File: src/rtl/global_buffer_param.sv
// Global buffer constants shared by the bank-side blocks.
package global_buffer_param;
    localparam int BANK_DATA_WIDTH = 64;
    localparam int GLB_RD_LATENCY  = 3;
    localparam int GLB_TAG_WIDTH   = 8;
endpackage

File: src/rtl/global_buffer_pkg.sv
// Global buffer types: a bank read response is a data word plus its request tag.
package global_buffer_pkg;
    import global_buffer_param::*;

    typedef struct packed {
        logic [BANK_DATA_WIDTH-1:0] data;
        logic [GLB_TAG_WIDTH-1:0]   tag;
    } rd_rsp_t;

    localparam int RD_RSP_WIDTH = $bits(rd_rsp_t);
endpackage

File: src/rtl/glb_sync_fifo.sv
// Single-clock FIFO with occupancy count; head entry is read combinationally.
module glb_sync_fifo #(
    parameter int WIDTH = 72,
    parameter int DEPTH = 8,
    localparam int CW   = $clog2(DEPTH + 1),
    localparam int AW   = (DEPTH > 1) ? $clog2(DEPTH) : 1
) (
    input  logic             clk,
    input  logic             reset,
    input  logic             push,
    input  logic [WIDTH-1:0] push_data,
    input  logic             pop,
    output logic [WIDTH-1:0] head_data,
    output logic             empty,
    output logic [CW-1:0]    count
);
    logic [WIDTH-1:0] mem_r [DEPTH];
    logic [AW-1:0]    wr_ptr_r;
    logic [AW-1:0]    rd_ptr_r;
    logic [CW-1:0]    count_r;
    logic             push_ok_s;
    logic             pop_ok_s;

    assign push_ok_s = push & (count_r != CW'(DEPTH));
    assign pop_ok_s  = pop & (count_r != {CW{1'b0}});
    assign head_data = mem_r[rd_ptr_r];
    assign empty     = (count_r == {CW{1'b0}});
    assign count     = count_r;

    // Storage, pointers and occupancy; pointers wrap naturally since DEPTH is a power of 2.
    always_ff @(posedge clk or negedge reset) begin
        if (!reset) begin
            for (int i = 0; i < DEPTH; i++) begin
                mem_r[i] <= {WIDTH{1'b0}};
            end
            wr_ptr_r <= {AW{1'b0}};
            rd_ptr_r <= {AW{1'b0}};
            count_r  <= {CW{1'b0}};
        end else begin
            if (push_ok_s) begin
                mem_r[wr_ptr_r] <= push_data;
                wr_ptr_r        <= wr_ptr_r + AW'(1);
            end
            if (pop_ok_s) begin
                rd_ptr_r <= rd_ptr_r + AW'(1);
            end
            case ({push_ok_s, pop_ok_s})
                2'b10:   count_r <= count_r + CW'(1);
                2'b01:   count_r <= count_r - CW'(1);
                default: count_r <= count_r;
            endcase
        end
    end
endmodule

File: src/rtl/glb_bank_rd_rsp_buffer.sv
// Bank read issue/response buffer: issues reads under a credit check, tracks the
// fixed bank latency and queues tagged responses for the consumer.
module glb_bank_rd_rsp_buffer
    import global_buffer_param::*;
    import global_buffer_pkg::*;
#(
    parameter int DATA_WIDTH = BANK_DATA_WIDTH,
    parameter int TAG_WIDTH  = GLB_TAG_WIDTH,
    parameter int RD_LATENCY = GLB_RD_LATENCY,
    parameter int FIFO_DEPTH = 8,
    localparam int CW        = $clog2(FIFO_DEPTH + 1)
) (
    input  logic                  clk,
    input  logic                  reset,
    input  logic                  rd_req_valid,
    output logic                  rd_req_ready,
    input  logic [TAG_WIDTH-1:0]  rd_req_tag,
    output logic                  mem_ren,
    input  logic [DATA_WIDTH-1:0] mem_data_out,
    output logic                  rsp_valid,
    input  logic                  rsp_ready,
    output logic [DATA_WIDTH-1:0] rsp_data,
    output logic [TAG_WIDTH-1:0]  rsp_tag,
    output logic [CW-1:0]         inflight_cnt,
    output logic [CW-1:0]         fifo_cnt
);
    // Equals RD_RSP_WIDTH for the default bank configuration.
    localparam int RSP_W = DATA_WIDTH + TAG_WIDTH;

    logic                  init_r;
    logic [RD_LATENCY-1:0] vld_pipe_r;
    logic [TAG_WIDTH-1:0]  tag_pipe_r [RD_LATENCY];
    logic [CW-1:0]         inflight_r;
    logic [CW:0]           credit_sum_s;
    logic                  accept_s;
    logic                  capture_s;
    logic                  pop_s;
    logic                  fifo_empty_s;
    logic [CW-1:0]         fifo_cnt_s;
    logic [RSP_W-1:0]      head_s;

    // Credit uses registered counts only, so rsp_ready never reaches rd_req_ready.
    assign credit_sum_s = {1'b0, inflight_r} + {1'b0, fifo_cnt_s};
    assign rd_req_ready = init_r & (credit_sum_s < (CW + 1)'(FIFO_DEPTH));
    assign accept_s     = rd_req_valid & rd_req_ready;
    assign mem_ren      = accept_s;
    assign capture_s    = vld_pipe_r[RD_LATENCY-1];
    assign pop_s        = rsp_valid & rsp_ready;

    assign rsp_valid    = ~fifo_empty_s;
    assign rsp_data     = head_s[RSP_W-1:TAG_WIDTH];
    assign rsp_tag      = head_s[TAG_WIDTH-1:0];
    assign inflight_cnt = inflight_r;
    assign fifo_cnt     = fifo_cnt_s;

    // Init flop holds off requests until the first edge after reset release.
    always_ff @(posedge clk or negedge reset) begin
        if (!reset) begin
            init_r <= 1'b0;
        end else begin
            init_r <= 1'b1;
        end
    end

    // Latency tracking pipeline: shifts every cycle, never stalls.
    always_ff @(posedge clk or negedge reset) begin
        if (!reset) begin
            vld_pipe_r <= {RD_LATENCY{1'b0}};
            for (int i = 0; i < RD_LATENCY; i++) begin
                tag_pipe_r[i] <= {TAG_WIDTH{1'b0}};
            end
        end else begin
            vld_pipe_r[0] <= accept_s;
            tag_pipe_r[0] <= rd_req_tag;
            for (int i = 1; i < RD_LATENCY; i++) begin
                vld_pipe_r[i] <= vld_pipe_r[i-1];
                tag_pipe_r[i] <= tag_pipe_r[i-1];
            end
        end
    end

    // Reads issued to the bank but not yet captured into the FIFO.
    always_ff @(posedge clk or negedge reset) begin
        if (!reset) begin
            inflight_r <= {CW{1'b0}};
        end else begin
            case ({accept_s, capture_s})
                2'b10:   inflight_r <= inflight_r + CW'(1);
                2'b01:   inflight_r <= inflight_r - CW'(1);
                default: inflight_r <= inflight_r;
            endcase
        end
    end

    glb_sync_fifo #(
        .WIDTH (RSP_W),
        .DEPTH (FIFO_DEPTH)
    ) u_rsp_fifo (
        .clk       (clk),
        .reset     (reset),
        .push      (capture_s),
        .push_data ({mem_data_out, tag_pipe_r[RD_LATENCY-1]}),
        .pop       (pop_s),
        .head_data (head_s),
        .empty     (fifo_empty_s),
        .count     (fifo_cnt_s)
    );
endmodule

File: config.mk
export PLATFORM = sky130hd
export DESIGN_NAME = glb_bank_rd_rsp_buffer
export DESIGN_NICKNAME = d
export VERILOG_FILES = /design/src/rtl/global_buffer_param.sv /design/src/rtl/global_buffer_pkg.sv /design/src/rtl/glb_sync_fifo.sv /design/src/rtl/glb_bank_rd_rsp_buffer.sv
export SDC_FILE = /design/constraint.sdc
export NUM_CORES = 1
export LEC_CHECK = 0
export ABC_AREA = 1
export CAP_MARGIN = 20
export CORE_ASPECT_RATIO = 0.5
export CORE_MARGIN = 10
export CORE_UTILIZATION = 40
export DETAILED_ROUTE_END_ITERATION = 7
export SYNTH_ARGS = -nofsm -noshare
export SYNTH_HDL_FRONTEND = slang
export SYNTH_SLANG_ARGS = --single-unit
File: constraint.sdc
create_clock -name clk -period 2.9 [get_ports clk]
set_input_delay 0.87 -clock clk [delete_from_list [all_inputs] [get_ports clk]]
set_output_delay 0.87 -clock clk [all_outputs]
set_load 0.1 [all_outputs]
Yosys cells after proc, flatten, opt, wreduce, memory -nomap -nowiden
Cells that the tools add are included.
{"block": "op_classes", "n_bitwise": 8, "n_eq_ne": 5, "n_reduce_logical": 5, "n_addsub": 7, "order_cmp": 4, "muxes": 8}
{"cell": "bitwise mux 576 bit", "n": 1}
{"cell": "binary-select mux 72 bit (select 3 bit)", "n": 1}
{"cell": "demux 72 bit (select 3 bit)", "n": 1}
{"cell": "two-way mux 72 bit", "n": 3}
{"cell": "case mux 4 bit (2 select lines)", "n": 2}
{"cell": "adder 4 x 1 -> 4 bit, second input constant", "n": 2}
{"cell": ">= comparator 4 bit, second input constant", "n": 2}
{"cell": "inverter 3 -> 4 bit", "n": 2}
{"cell": "subtractor 4 x 1 -> 4 bit, second input constant", "n": 2}
{"cell": "adder 3 x 1 -> 3 bit, second input constant", "n": 2}
{"cell": "adder 4 x 4 -> 5 bit", "n": 1}
{"cell": "bitwise AND 1 bit", "n": 5}
{"cell": "less-than comparator 5 x 4 -> 1 bit, second input constant", "n": 1}
{"cell": "== test 2 x 1 -> 1 bit, second input constant", "n": 2}
{"cell": "== test 2 bit, second input constant", "n": 2}
{"cell": "zero test 4 bit", "n": 1}
{"cell": "less-than comparator 4 x 1 -> 1 bit, second input constant", "n": 1}
{"cell": "!= test 4 bit, second input constant", "n": 1}
{"cell": "nonzero test 2 bit", "n": 2}
{"cell": "nonzero test 4 bit", "n": 1}
{"cell": "logical AND 1 bit", "n": 1}
{"cell": "inverter 1 bit", "n": 1}
{"block": "totals", "input_bits": 76, "word_cells": 54, "ff_bits": 618, "out_inout_bits": 83}

Logic depth before layout (Yosys ltp)
Gate-level depths: netlist (run 1).
{"block": "logic_depth", "depth_word": 6, "depth_mapped": 15, "ltp_nobuf": 15}

Modules after synthesis
A second synthesis (run 1) with hierarchy kept.
{"block": "hier_totals", "hier_cells": 4696, "hier_area_um2": 33323.2}
{"module": "glb_sync_fifo", "area_per_inst_um2": 32244.7, "seq_area_each_um2": 14664.1, "instances": 1, "cells_per_inst": 4617}
{"module": "glb_bank_rd_rsp_buffer", "area_per_inst_um2": 1078.5, "seq_area_each_um2": 800.8, "instances": 1, "cells_per_inst": 79}

Worst setup path before layout (run 1)
No wires, ideal clock.
{"block": "synth_path", "path_kind": "flip-flop to output port", "startpoint": "reg u_rsp_fifo.count_r[1], in the netlist u_rsp_fifo.count[1]", "endpoint": "out mem_ren", "required_time_ps": 2030, "t_arrival_ps": 3099, "path_stages_with_launch": 8, "path_buffers": 0, "path_slack_ps": -1069, "cell_sequence": "dfrtp_1 -> ha_1 -> nand3_1 -> nand2_1 -> nand2_1 -> and2_1 -> nand2_1 -> inv_1"}
{"block": "synth_via", "elab_chain_cells": 4}
{"item": "start, declared", "line_no": "glb_sync_fifo.sv:20", "text": "logic [CW-1:0] count_r;"}
{"item": "start signal, assigned", "line_no": "glb_sync_fifo.sv:38", "text": "count_r <= {CW{1'b0}};"}
{"item": "start signal, assigned", "line_no": "glb_sync_fifo.sv:48", "text": "2'b10: count_r <= count_r + CW'(1);"}
{"item": "start signal, assigned", "line_no": "glb_sync_fifo.sv:49", "text": "2'b01: count_r <= count_r - CW'(1);"}
{"item": "adder 4 x 4 -> 5 bit", "line_no": "glb_bank_rd_rsp_buffer.sv:43", "text": "assign credit_sum_s = {1'b0, inflight_r} + {1'b0, fifo_cnt_s};"}
{"item": "less-than comparator 5 x 4 -> 1 bit", "line_no": "glb_bank_rd_rsp_buffer.sv:44", "text": "assign rd_req_ready = init_r & (credit_sum_s < (CW + 1)'(FIFO_DEPTH));"}
{"item": "bitwise AND 1 bit", "line_no": "glb_bank_rd_rsp_buffer.sv:44"}
{"item": "named net rd_req_ready", "line_no": "glb_bank_rd_rsp_buffer.sv:16", "text": "output logic rd_req_ready,"}
{"item": "bitwise AND 1 bit", "line_no": "glb_bank_rd_rsp_buffer.sv:45", "text": "assign accept_s = rd_req_valid & rd_req_ready;"}
{"item": "end, declared", "line_no": "glb_bank_rd_rsp_buffer.sv:18", "text": "output logic mem_ren,"}
The timed path passes the listed nets, and every way through them passes these cells.

Worst setup path after layout (run 1)
{"block": "layout_path", "startpoint": "reg u_rsp_fifo.rd_ptr_r[0]", "endpoint": "out rsp_data[30]"}
{"block": "layout_via", "elab_chain_cells": 4}
{"item": "start, declared", "line_no": "glb_sync_fifo.sv:19", "text": "logic [AW-1:0] rd_ptr_r;"}
{"item": "start signal, assigned", "line_no": "glb_sync_fifo.sv:37", "text": "rd_ptr_r <= {AW{1'b0}};"}
{"item": "start signal, assigned", "line_no": "glb_sync_fifo.sv:45", "text": "rd_ptr_r <= rd_ptr_r + AW'(1);"}
{"item": "inverter 3 -> 4 bit (implied by the code)", "line_no": "glb_sync_fifo.sv:26", "text": "assign head_data = mem_r[rd_ptr_r];"}
{"item": "binary-select mux 72 bit (select 3 bit)", "line_no": "glb_sync_fifo.sv:26"}
{"item": "two-way mux 72 bit (implied by the code) (2 in series)", "line_no": "glb_sync_fifo.sv:26"}
{"item": "end, declared", "line_no": "glb_bank_rd_rsp_buffer.sv:22", "text": "output logic [DATA_WIDTH-1:0] rsp_data,"}
Every way passes these cells. The select of a mux whose other input is x is not followed.

==> summary.md, run 1 <==
| Metric | Value |
|---|---|
| Area Overhead vs Synth | 25.88% |
| Clock Latency Late Sink | between 600 and 700 ps |
| Die Width | 396.4 µm |
| Ports | 159 |
| Max-slew violations | 0 |
| Mapped cell area | about 28000 µm² |
| Hold Path Class | primary input to asynchronous set/reset pin |
| Final setup TNS | -17460 ps |
| Wire length per cell | ~19 µm |
| Total GRT Usage | 0.2029 |
| Setup violators final | 73 |
| Routed WL | 88.43 mm |
| Max cap viols | 0 |
| Required time of the critical path | ~2000 ps |
| Vias in the first global route | 24430 |
| Peak Freq | 310.5 MHz |
| Drt first pass iters | 6 |
| IO buf count | ~160 |
| Yosys warnings | 0 |
| Final worst-path cycle share | 1.111 |
| Chip height | around 210 µm |
| Fillcell total | 6585 |
| Residual DRC | 0 |
| CORE AREA | 69600 µm² |
| Clock tree root buffer cell | clkbuf_16 |
| RSZ-0062 raised after global routing | true |
| Slew @ Worst Pin | 840.0 ps |
| Post-route ant nets | 0 |
| Clk_skew | 16.30 ps |
| CP Capture Type | output pin |
| CTS tree | built |
| CP Launch Type | register |
| Maximum root-to-sink buffer count | 3 |
| Share of layout cells above drive strength 1 | 0.1366 |
| Yosys reg bits | between 600 and 700 |
| Grt total ovfl | 0 |
| Largest net degree at the start of global routing | 107 |
| CTS buffer count | 58 |
| Via count | 24860 |
| Status | finished, violations left |
| Post-DR vias/cell | 5.302 |
| HPWL Detailed | about 48 mm |
| Antenna violations before repair | 3 |
| Post-Synthesis Cells | about 3600 |
| # rows | 68 |
| Final Critical Period | ~3200 ps |
| Initial DRC Count | approximately 2400 |
| Worst slack at placement | 220.3 ps |
| H-tree lvl count | 2 |
| Net Count, Synth | between 3000 and 4000 |
| Synthesized area per cell | between 7 and 8 µm² |
| CP Max Fanout | 9 |
| Setup ws final | -320.9 ps |
| Nets | 3785 |
| Seq. cell area | 15500 µm² |
| Clk sinks | about 620 |
| Critical path class | register to output pin |
| Post-synthesis cell type count | 24 |
| Register area share after synthesis | 0.5457 |
| Clock transition at the registers of the reported paths | roughly 70 ps |
| Initial core utilization | 0.4072 |
| Critical Path AT | between 2000 and 2500 ps |
| Final Util | 0.5125 |
| Placer Congestion | 0.7906 |
| Worst slew margin | 0.4400 |
| First-pass GRT wire length | 137.9 mm |
| Multi-input logic area | 11990 µm² |
| Violated checks | negative setup slack |
| Fin. Hold Viols | 0 |
| Die ar. | 82530 µm² |
==> cells in the mapped netlist <==
library cell,number,share of area
ha_1,11,0.0049
nand3_2,7,0.0025
conb_1,1,0.00013
inv_4,1,0.00022
nor2_1,372,0.049
nand3_1,6,0.0011
or2_2,2,0.00044
inv_1,89,0.012
nand2_1,1335,0.18
nand4_1,144,0.032
dfrtp_1,618,0.55
xor2_1,4,0.0012
buf_4,27,0.0072
inv_2,4,0.00053
fa_1,2,0.0014
clkbuf_1,141,0.019
o21ai_1,217,0.038
xnor2_1,4,0.0012
buf_2,81,0.014
o21ai_0,510,0.090
and2_1,1,0.00022
nor2_2,2,0.00044
a21oi_1,1,0.00018
buf_1,12,0.0016
==> per-stage QoR <==
| step | instances | hold WS (ps) | cell area (µm²) |
|---|---|---|---|
| after floorplan | 3592 | 331.2 | 28370 |
| after global placement | 4530 | 331.8 | 32100 |
| after detailed placement | 4530 | 334.7 | 32100 |
| after CTS | 4658 | 166.4 | 34810 |
| after global routing | 4688 | 180.3 | 35670 |
| final | 4688 | 177.4 | 35670 |
==> layout make-up <==
type / count / share of cell area
Timing Repair Buffer: 304 / 0.1332
Sequential cell: 618 / 0.4344
Clock buffer: 98 / 0.05089
Multi-Input combinational cell: 2619 / 0.3362
Clock inverter: 6 / 0.0009120
Inverter: 94 / 0.01070
Antenna cell: 3 / 0.0002105
Timing Repair inverter: 1 / 0.0002455
Tap cell: 945 / 0.03315
==> routing by layer <==
layer / up-vias / track usage / share of wire
met5: - / 0 / 0
met4: 0 / 0.05375 / 0.019
met3: 121 / 0.02522 / 0.052
met2: 696 / 0.3449 / 0.49
met1: 12200 / 0.2713 / 0.44
li1: 11840 / - / -
==> path summary, 6_finish.rpt <==
check	from	end	slack (ps)	cells after the start
worst max-delay path	u_rsp_fifo.rd_ptr_r[0]	rsp_data[30]	-320	10
worst min-delay path	reset	inflight_cnt[3]	180	1
worst max register to register	u_rsp_fifo.count[1]	u_rsp_fifo.count[3]	380	11
worst min register to register	tag_pipe_r[22]	tag_pipe_r[14]	350	0
max in group asynchronous	reset	u_rsp_fifo.mem_r[478]	1760	2
min in group clk	tag_pipe_r[22]	tag_pipe_r[14]	350	0
==> layout by cell type, fill, tap and decap left out, drive strengths merged, types with 6 or more instances in the layout <==
cell type,Yosys,layout
clkbuf,141,111
dfrtp,618,618
clkdlybuf4s50,0,74
ha,11,11
nor2,374,374
inv,94,93
nand2,1335,1335
nand4,144,144
nand3,13,13
buf,120,213
o21ai,727,727
clkinv,0,6
==> cells by family after synthesis <==
logic type | after synthesis | share of synthesized area
adder cells (fa/ha/maj) | 13 | 0.006270
XOR/XNOR | 8 | 0.002472
other | 1 | 0.0001323
AND/OR/NAND/NOR | 1869 | 0.2625
buffers and inverters | 355 | 0.05427
AO/OA/AOI/OAI | 728 | 0.1286
flip-flops | 618 | 0.5457
==> critical path, cell delays in order, from the launching register on <==
cell and delay (ps):
dfrtp_4 570, buf_12 200, buf_8 150, clkbuf_16 160
nor2_2 110, nor2_1 50, o21ai_1 70, nand2_1 70
nand2_1 70, nand2_2 90, buf_12 180
==> registers in the layout, indices dropped and copies added (netlist names) <==
| signal | cells |
|---|---|
| vld_pipe_r | 3 |
| u_rsp_fifo.mem_r | 576 |
| u_rsp_fifo.count | 4 |
| tag_pipe_r | 24 |
| u_rsp_fifo.rd_ptr_r | 3 |
| inflight_cnt | 4 |
| init_r | 1 |
| u_rsp_fifo.wr_ptr_r | 3 |
==> timing repair <==
| item | CTS | global route |
|---|---|---|
| setup endpoints to repair | 73 | 73 |
| gates resized for setup | 149 | 177 |
| buffers inserted | 12 | 11 |
| cloned | 12 | 18 |
| pin swaps | 12 | 54 |
| hold buffers | 0 | 0 |
Power of run 1 is not shown: default switching activity piles up to over one toggle a cycle in this logic, so the estimate is an artifact.
==> run 2, diff against run 1 <==
--- a/config.mk
+++ b/config.mk
@@ -10,6 +10,7 @@
 export CORE_ASPECT_RATIO = 0.5
 export CORE_MARGIN = 10
 export CORE_UTILIZATION = 40
+export CTS_CLUSTER_DIAMETER = 80
 export DETAILED_ROUTE_END_ITERATION = 7
 export SYNTH_ARGS = -nofsm -noshare
 export SYNTH_HDL_FRONTEND = slang
==> results of run 2 <==
No change in the layout: final DEF, timing and power equal those of run 1.
Power of run 2 is left out for the same reason.
